`src/rtl/uart_tx_arb_pkg.sv`:
```
// Shared types and helpers for the uart_tx round-robin arbiter.
package uart_tx_arb_pkg;

    localparam int ARB_WDT_W = 16;

    typedef enum logic [1:0] {
        IDLE = 2'd0,
        TAG  = 2'd1,
        PASS = 2'd2
    } arb_state_t;

    // ASCII hex digit ('0'..'9', 'A'..'F') for a requester index.
    function automatic logic [7:0] id2ascii(input logic [3:0] id);
        return (id < 4'd10) ? (8'h30 + {4'h0, id}) : (8'h37 + {4'h0, id});
    endfunction

endpackage

```
`src/rtl/rr_prio_pick.sv`:
```
// Combinational round-robin picker: first set request strictly after last_grant_i, with wrap.
module rr_prio_pick
    import uart_tx_arb_pkg::*;
#(
    parameter int NREQ = 4,
    parameter int IW   = $clog2(NREQ)
) (
    input  logic [NREQ-1:0] req_i,
    input  logic [IW-1:0]   last_grant_i,
    output logic            any_o,
    output logic [IW-1:0]   winner_o
);

    logic [IW:0]   sum;
    logic [IW-1:0] idx;

    always_comb begin
        // NOTE: every signal written here gets a default first, so no path can infer a latch.
        any_o    = 1'b0;
        winner_o = '0;
        sum      = '0;
        idx      = '0;
        // Walk from the lowest priority offset down so the nearest requester is written last.
        for (int k = NREQ; k >= 1; k--) begin
            sum = {1'b0, last_grant_i} + (IW + 1)'(k);
            if (sum >= (IW + 1)'(NREQ)) begin
                sum = sum - (IW + 1)'(NREQ);
            end
            idx = sum[IW-1:0];
            if (req_i[idx]) begin
                any_o    = 1'b1;
                winner_o = idx;
            end
        end
    end

endmodule

```
`src/rtl/uart_tx_arbiter.sv`:
```
// Packet-granular round-robin arbiter sharing one uart_tx among NREQ requesters.
// Define UART_TX_ARB_TAG_EN to prefix every packet with an ASCII source-id tag beat.
module uart_tx_arbiter
    import uart_tx_arb_pkg::*;
#(
    parameter int NREQ    = 4,
    parameter int DWIDTH  = 1,
    parameter int TIMEOUT = 65535
) (
    input  logic                       clk,
    input  logic                       rstn,
    input  logic [NREQ*DWIDTH*8-1:0]   req_data,
    input  logic [NREQ-1:0]            req_last,
    input  logic [NREQ-1:0]            req_en,
    output logic [NREQ-1:0]            req_rdy,
    output logic [DWIDTH*8-1:0]        tx_data,
    output logic                       tx_last,
    output logic                       tx_en,
    input  logic                       tx_rdy,
    output logic [$clog2(NREQ)-1:0]    grant_id,
    output logic                       busy,
    output logic                       timeout_pulse
);

    localparam int IW = $clog2(NREQ);
    localparam int BW = DWIDTH * 8;
    localparam logic [ARB_WDT_W-1:0] WDT_LIMIT = ARB_WDT_W'(TIMEOUT);

    arb_state_t           state_q;
    logic [IW-1:0]        grant_q;
    logic [IW-1:0]        last_grant_q;
    logic [ARB_WDT_W-1:0] wdt_q;
    logic [ARB_WDT_W-1:0] wdt_d;
    logic                 timeout_q;

    logic                 pick_any;
    logic [IW-1:0]        pick_winner;
    logic [BW-1:0]        sel_data;
    logic                 beat_xfer;
    logic                 wdt_hit;

    rr_prio_pick #(.NREQ(NREQ), .IW(IW)) u_pick (
        .req_i        (req_en),
        .last_grant_i (last_grant_q),
        .any_o        (pick_any),
        .winner_o     (pick_winner)
    );

    assign sel_data      = req_data[grant_q*BW +: BW];
    assign beat_xfer     = tx_en & tx_rdy;
    assign wdt_d         = wdt_q + 1'b1;
    assign wdt_hit       = (TIMEOUT != 0) && (wdt_d == WDT_LIMIT);
    assign grant_id      = grant_q;
    assign busy          = (state_q != IDLE);
    assign timeout_pulse = timeout_q;

    // Downstream beat and requester acknowledge are a pure function of state and grant.
    always_comb begin
        tx_data = '0;
        tx_last = 1'b0;
        tx_en   = 1'b0;
        req_rdy = '0;
        case (state_q)
            PASS: begin
                tx_data          = sel_data;
                tx_last          = req_last[grant_q];
                tx_en            = req_en[grant_q];
                req_rdy[grant_q] = tx_rdy;
            end
`ifdef UART_TX_ARB_TAG_EN
            TAG: begin
                tx_en = 1'b1;
                for (int l = 0; l < DWIDTH; l++) begin
                    tx_data[l*8 +: 8] = (l == 0) ? id2ascii(4'(grant_q)) : 8'h20;
                end
            end
`endif
            default: ;
        endcase
    end

    // NOTE: sequential state uses non-blocking assignments so every flop samples pre-edge values.
    always_ff @(posedge clk or negedge rstn) begin
        if (!rstn) begin
            state_q      <= IDLE;
            grant_q      <= '0;
            last_grant_q <= IW'(NREQ - 1);
            wdt_q        <= '0;
            timeout_q    <= 1'b0;
        end else begin
            timeout_q <= 1'b0;
            case (state_q)
                IDLE: begin
                    if (pick_any) begin
                        grant_q <= pick_winner;
                        wdt_q   <= '0;
`ifdef UART_TX_ARB_TAG_EN
                        state_q <= TAG;
`else
                        state_q <= PASS;
`endif
                    end
                end
`ifdef UART_TX_ARB_TAG_EN
                TAG: begin
                    if (tx_rdy) begin
                        state_q <= PASS;
                        wdt_q   <= '0;
                    end
                end
`endif
                PASS: begin
                    if (beat_xfer) begin
                        wdt_q <= '0;
                        if (tx_last) begin
                            last_grant_q <= grant_q;
                            state_q      <= IDLE;
                        end
                    end else if (wdt_hit) begin
                        // Stalled requester: give the line back without a closing beat.
                        timeout_q    <= 1'b1;
                        last_grant_q <= grant_q;
                        wdt_q        <= '0;
                        state_q      <= IDLE;
                    end else begin
                        wdt_q <= wdt_d;
                    end
                end
                default: state_q <= IDLE;
            endcase
        end
    end

endmodule

```
`config.mk`:
```
export PLATFORM = sky130hd
export DESIGN_NAME = uart_tx_arbiter
export DESIGN_NICKNAME = d
export VERILOG_FILES = /design/src/rtl/uart_tx_arb_pkg.sv /design/src/rtl/rr_prio_pick.sv /design/src/rtl/uart_tx_arbiter.sv
export SDC_FILE = /design/constraint.sdc
export NUM_CORES = 1
export LEC_CHECK = 0
export ABC_AREA = 1
export CORE_MARGIN = 2
export CORE_UTILIZATION = 50
export DETAILED_ROUTE_END_ITERATION = 16
export PLACE_DENSITY = 0.86
export SETUP_SLACK_MARGIN = 0.4
export SYNTH_ARGS = -nofsm -noshare
export SYNTH_HDL_FRONTEND = slang
export SYNTH_SLANG_ARGS = --single-unit
```
`constraint.sdc`:
```
create_clock -name clk -period 5.3 [get_ports clk]
set_clock_uncertainty 0.1 [all_clocks]
set_input_delay 1.06 -clock clk [delete_from_list [all_inputs] [get_ports clk]]
set_output_delay 1.06 -clock clk [all_outputs]
set_load 0.02 [all_outputs]
```
==> impl_metrics.tcl, run 1 <==
set metrics [dict create \
    outcome "completed" \
    crit_arrival_ns 2.60 \
    synthSimpleGateAreaFrac 0.366 \
    row_count 21 \
    nets 383 \
    syn-num-nets 326 \
    path_clk_slew_ns 0.12 \
    worstSetupStartpointType "input port" \
    tns_ns 0 \
    powerDensity_mw_per_mm2 423 \
    multiInputGateArea_sq_mm 0.00109 \
    grt_pass1_vias 2110 \
    initialDrtViolationCount 158 \
    met2_length_um 2570 \
    synth.cell_area_sq_mm 0.00183 \
    fmax_ghz 0.266 \
    routedWlPerCell_um 13.7 \
    p_leak_uw 0.00104 \
    n_fill_cell 312 \
    antenna_found_initial 0 \
    synthMuxAreaShare 0 \
    synthArstFlopShare 1.00 \
    synth_top_family_by_area "simple AND/OR/NAND/NOR gates" \
    die_w_um 64.4 \
    track_usage 0.269 \
    worstSetupPathType "in -> out" \
    period_share 0.709 \
    slew_violations 0 \
    grt_pass1_wl_um 9090 \
    die_area_sq_mm 0.00415 \
    hold_path_startpoint "last_grant_q[1]" \
    dp.cells 379 \
    synth.area.top_cells "dfrtp_1 (27%), nand2_1 (17%), inv_1 (7.4%)" \
    reg2regPathDepth 11 \
    dr.pass1.iters 4 \
    synth_xor_area_frac 0.0144 \
    layout-drive-gt1-share 0.0623 \
    yosys_warnings 0 \
    holdWs_ns 0.408 \
    met1_length_um 2220 \
    timing.slew.headroom 0.335 \
    hold_end "last_grant_q[1]" \
    vias_per_cell 5.49 \
    period_needed_ns 3.76 \
    clock-sinks 22 \
    reg2reg_from "wdt_q[1]" \
    gp_congestion 0.922 \
    yosysTopAreaCell "dfrtp_1" \
    grt_max_degree 23 \
    cts_setup_buffers 0 \
    cts_max_level 1 \
    die_h_um 64.4 \
    worstMarginPinSlew_ns 0.994 \
    rsz0062_at_grt "false" \
    wl_um 5270 \
    diodes 0 \
    synth_edf_count 0 \
    cts_resized 0 \
    endpoint_kind "primary output" \
    regArea_sq_um 553 \
    synth_ff_type "dfrtp_1" \
    area_delta_synth_final_pct 36.3 \
    route.vias.total 2102 \
    root_buffer "clkbuf_4" \
    clock_path_buffers 2 \
    setup_viol 0 \
    ys_ff_latch 22 \
    ir_drop_v 0.000376 \
    r2r_end "last_grant_q[0]" \
    synth_cell_types 31 \
    yosysSeqAreaShare 0.303 \
    crit_path_max_fanout 3 \
    synth_fa_ha_area_frac 0.0137 \
    worstHoldPathType "reg -> reg" \
    required_ns 4.14 \
    cts_tree "built" \
    regToRegSetupSlack_ns 2.93 \
    synth_compound_area_frac 0.201 \
    port_buffers 60 \
    io_pins 61 \
    grt_overflow 0 \
    hpwl_um 3960 \
    whs_path_depth 2 \
    drv_cap 0 \
    coreArea_sq_mm 0.00342 \
    antenna_left 0 \
    drc 0 \
    start_util 0.535 \
    cts_buffers 3 \
    hold_violations 0 \
    wl_met3_um 363 \
    syn_area_per_cell_sq_um 6.50 \
    netlist_instances 281 \
    fin_cells 383 \
    top_layer "met4" \
    insertion_delay_ns 0.31 \
    final_util 0.729 \
    cts_hold_buf 0 \
    yosysTopAreaCellShare 0.274 \
]
==> layout make-up <==
cell class              count  area share
clock inverters             1      0.0121
multi-input cells         214       0.437
clock buffers               3     0.00905
well taps                  46      0.0231
repair buffers             60       0.241
flip-flops and latches     22       0.222
inverters                  37      0.0558
==> worst max-delay path by stage <==
stage	cells after the start	startpoint	slack, ns	endpoint
finish	8	req_en[3]	1.54	tx_en
floorplan	6	req_en[3]	2.45	tx_en
global route	8	req_en[3]	1.36	tx_en
CTS	8	req_en[3]	1.53	tx_en
detailed placement	8	req_en[3]	1.53	tx_en
global placement	8	req_en[3]	1.56	tx_en
==> per-layer routing <==
| layer | up-vias | global-route usage |
|---|---|---|
| met5 | - | 0 |
| met2 | 87 | 0.451 |
| met1 | 958 | 0.346 |
| met3 | 10 | 0.0521 |
| li1 | 1047 | - |
| met4 | 0 | 0.0957 |
==> where the power goes <==
part           switching, uW  leakage [uW]  internal, uW
registers               62.9      0.000288           204
clock network           54.9     0.0000279          76.4
logic                    374      0.000728           280
==> per-stage QoR <==
| step | total power [uW] | cell area, sq um | worst slack, ns |
|---|---|---|---|
| floorplan | 678 | 1830 | 2.45 |
| global placement | 910 | 2440 | 1.56 |
| detailed placement | 921 | 2440 | 1.53 |
| CTS | 1050 | 2490 | 1.53 |
| global route | 1130 | 2490 | 1.36 |
| finish | 1050 | 2490 | 1.54 |
==> worst max-delay path, stage by stage <==
cell and delay (ns):
clkdlybuf4s50_1 0.45, inv_1 0.05, o21ai_0 0.15, inv_1 0.06
o221ai_2 0.06, inv_1 0.06, nor2_1 0.09, clkdlybuf4s50_1 0.62
==> sequential cells by signal (all words and copies together), names as in the netlist <==
signal / flops
grant_id: 2
last_grant_q: 2
state_q: 1
timeout_pulse: 1
wdt_q: 16
==> placed cells by master (no fill, tap or decap) <==
master / synthesis / layout
nand2_1: 85 / 85
clkdlybuf4s50_1: 0 / 60
inv_1: 36 / 36
nor2_1: 21 / 21
nand3_1: 20 / 20
dfrtp_1: 20 / 20
a22oi_1: 16 / 16
o22ai_1: 14 / 14
o21ai_0: 13 / 13
a21oi_1: 10 / 10
nand4_1: 7 / 7
nand2_2: 4 / 4
nor2_2: 3 / 3
nor2_4: 3 / 3
nor3_1: 3 / 3
or2_2: 3 / 3
clkbuf_4: 0 / 3
a22o_1: 2 / 2
xor2_1: 2 / 2
ha_1: 2 / 2
dfstp_2: 2 / 2
o221ai_2: 1 / 1
clkinv_1: 1 / 1
nand3_2: 1 / 1
xnor2_1: 1 / 1
o21ai_1: 1 / 1
or2_0: 1 / 1
a31oi_1: 1 / 1
bufinv_16: 0 / 1
==> kinds of logic after synthesis <==
logic type	count (synthesis)
AND/OR/NAND/NOR	151
adder cells (fa/ha/maj)	2
AO/OA/AOI/OAI	58
flip-flops	22
buffers and inverters	45
XOR/XNOR	3
==> cells in the mapped netlist (all sizes together) (2+ instances only) <==
cell,number
dfstp,2
or2,4
a22o,2
a21oi,10
nand4,7
o21ai,14
xor2,2
clkbuf,4
dfrtp,20
buf,4
nor3,3
nand3,21
nor2,27
ha,2
o22ai,14
nand2,89
inv,36
a22oi,16
(Power assumes the default switching activity.)
==> run 2: changes to the inputs <==
CORE_UTILIZATION = 42   (was 50)
PLACE_DENSITY = 0.77   (was 0.86)
clock period = 3.3 ns   (was 5.3 ns; I/O delays follow)
==> run 2 against run 1 <==
Against the previous run: sequential share of layout area down 0.18 points; cell count grew 1.6%; die area increased by 18%; hold slack got worse by 0.013 ns; critical path depth shrank 4; register-to-register slack lost 2.0 ns; core utilization decreased by 11 points.
==> impl_metrics.tcl, run 2 (synthesis results as in run 1) <==
set metrics [dict create \
    cts_buffers 3 \
    nets 385 \
    hold_violations 0 \
    start_util 0.447 \
    row_count 23 \
    grt_pass1_vias 2087 \
    worstSetupPathType "in -> out" \
    gp_congestion 0.875 \
    path_clk_slew_ns 0.08 \
    diodes 0 \
    fmax_ghz 0.358 \
    n_fill_cell 372 \
    critPathTopFamily "buffers and inverters" \
    final_cell_mix "nand2_1 (85), clkdlybuf4s50_1 (57), inv_1 (36)" \
    antenna_found_initial 0 \
    io_pins 61 \
    cts_setup_buffers 0 \
    clock-sinks 22 \
    drv_cap 0 \
    period_needed_ns 2.80 \
    dp.cells 385 \
    timing.slew.headroom 0.591 \
    place_area_sq_mm 0.00246 \
    grt_max_degree 23 \
    largest_register_ffs 16 \
    port_buffers 60 \
    wl_um 5230 \
    critPathBufInv 2 \
    tns_ns 0 \
    worstSetupStartpointType "input port" \
    clock_path_buffers 2 \
    die_h_um 70.0 \
    rsz0062_at_grt "false" \
    p_leak_uw 0.00108 \
    grt_pass1_wl_um 9200 \
    post-place-ws_ns 0.327 \
    layout-drive-gt1-share 0.0796 \
    hpwl_um 4010 \
    powerDensity_mw_per_mm2 664 \
    die_w_um 70.0 \
    crit_path_max_fanout 1 \
    dr.pass1.iters 4 \
    die_area_sq_mm 0.00489 \
    worstMarginPinSlew_ns 0.611 \
    slew_violations 0 \
    top_register "wdt_q" \
    coreArea_sq_mm 0.00409 \
    required_ns 2.54 \
    stdcell_area_sq_mm 0.00253 \
    final_common_cell "nand2_1" \
    endpoint_kind "primary output" \
    cts_tree "built" \
    root_buffer "clkbuf_8" \
    holdWs_ns 0.395 \
    antenna_left 0 \
    worstHoldPathType "reg -> reg" \
    drc 0 \
    grt_overflow 0 \
    cts_hold_buf 0 \
    area_delta_synth_final_pct 38.4 \
    initialDrtViolationCount 133 \
    fin_cells 389 \
    crit_arrival_ns 2.04 \
    cpPeakStageDelay_ns 0.64 \
    route.vias.total 2085 \
    path_cells "clkdlybuf4s50_1 -> a22oi_1 -> a21oi_1 -> clkdlybuf4s50_1" \
    ir_drop_v 0.000457 \
    setup_viol 0 \
    regArea_sq_um 557 \
    cp_common_cell "clkdlybuf4s50_1" \
    outcome "completed" \
    vias_per_cell 5.36 \
    cp_slowest_cell "clkdlybuf4s50_1" \
    insertion_delay_ns 0.26 \
    cts_max_level 1 \
    multiInputGateArea_sq_mm 0.00110 \
    routedWlPerCell_um 13.4 \
    period_share 0.847 \
    track_usage 0.224 \
    setup_slack_ns 0.504 \
]
[run 2: metal layers]
layer / up-vias / share of wire / global-route usage
met5: - / 0 / 0
met4: 0 / 0.017 / 0.0855
met3: 7 / 0.063 / 0.0375
met2: 68 / 0.47 / 0.375
met1: 960 / 0.45 / 0.289
li1: 1050 / - / -
[run 2: path summary, 6_finish.rpt]
kind	depth (start not counted)	slack, ns	endpoint	start
max	4	0.50	tx_data[6]	req_data[6]
min reg2reg	2	0.40	last_grant_q[1]	last_grant_q[1]
min in group asynchronous	2	0.64	wdt_q[8]	rstn
max reg2reg	9	0.95	wdt_q[2]	last_grant_q[0]
min	2	0.40	last_grant_q[1]	last_grant_q[1]
max in group asynchronous	2	2.18	last_grant_q[1]	rstn
[run 2: worst register-to-register path: cells and delay by family, from the launching register on]
kind / cells / cell delay (ns)
buffers and inverters: 2 / 0.33
DFF: 1 / 0.63
and+or+nand+nor: 5 / 1.01
AOI/OAI and AO/OA: 2 / 0.20
[run 2: through the flow]
stage | power [uW] | util
2_1_floorplan | 1090 | -
3_3_place_gp | 1470 | 0.601
3_5_place_dp | 1480 | 0.601
4_1_cts | 1690 | 0.618
5_1_grt | 1810 | 0.618
6_report | 1680 | 0.618
[run 2: power breakdown]
part | internal [uW] | leakage (uW) | switching (uW)
registers | 331 | 0.000285 | 95.4
clock network | 106 | 0.0000288 | 88.0
logic | 448 | 0.000764 | 610
[run 2: cell type report]
class | instances | share of cell area
well taps | 50 | 0.0248
repair buffers | 62 | 0.244
inverters | 37 | 0.0554
flip-flops and latches | 22 | 0.220
clock buffers | 4 | 0.0218
multi-input cells | 214 | 0.434
[run 2: repair_timing]
action                     in CTS  in global routing
setup endpoints to repair      11                  6
resized for setup               7                  2
pin swaps                       0                  0
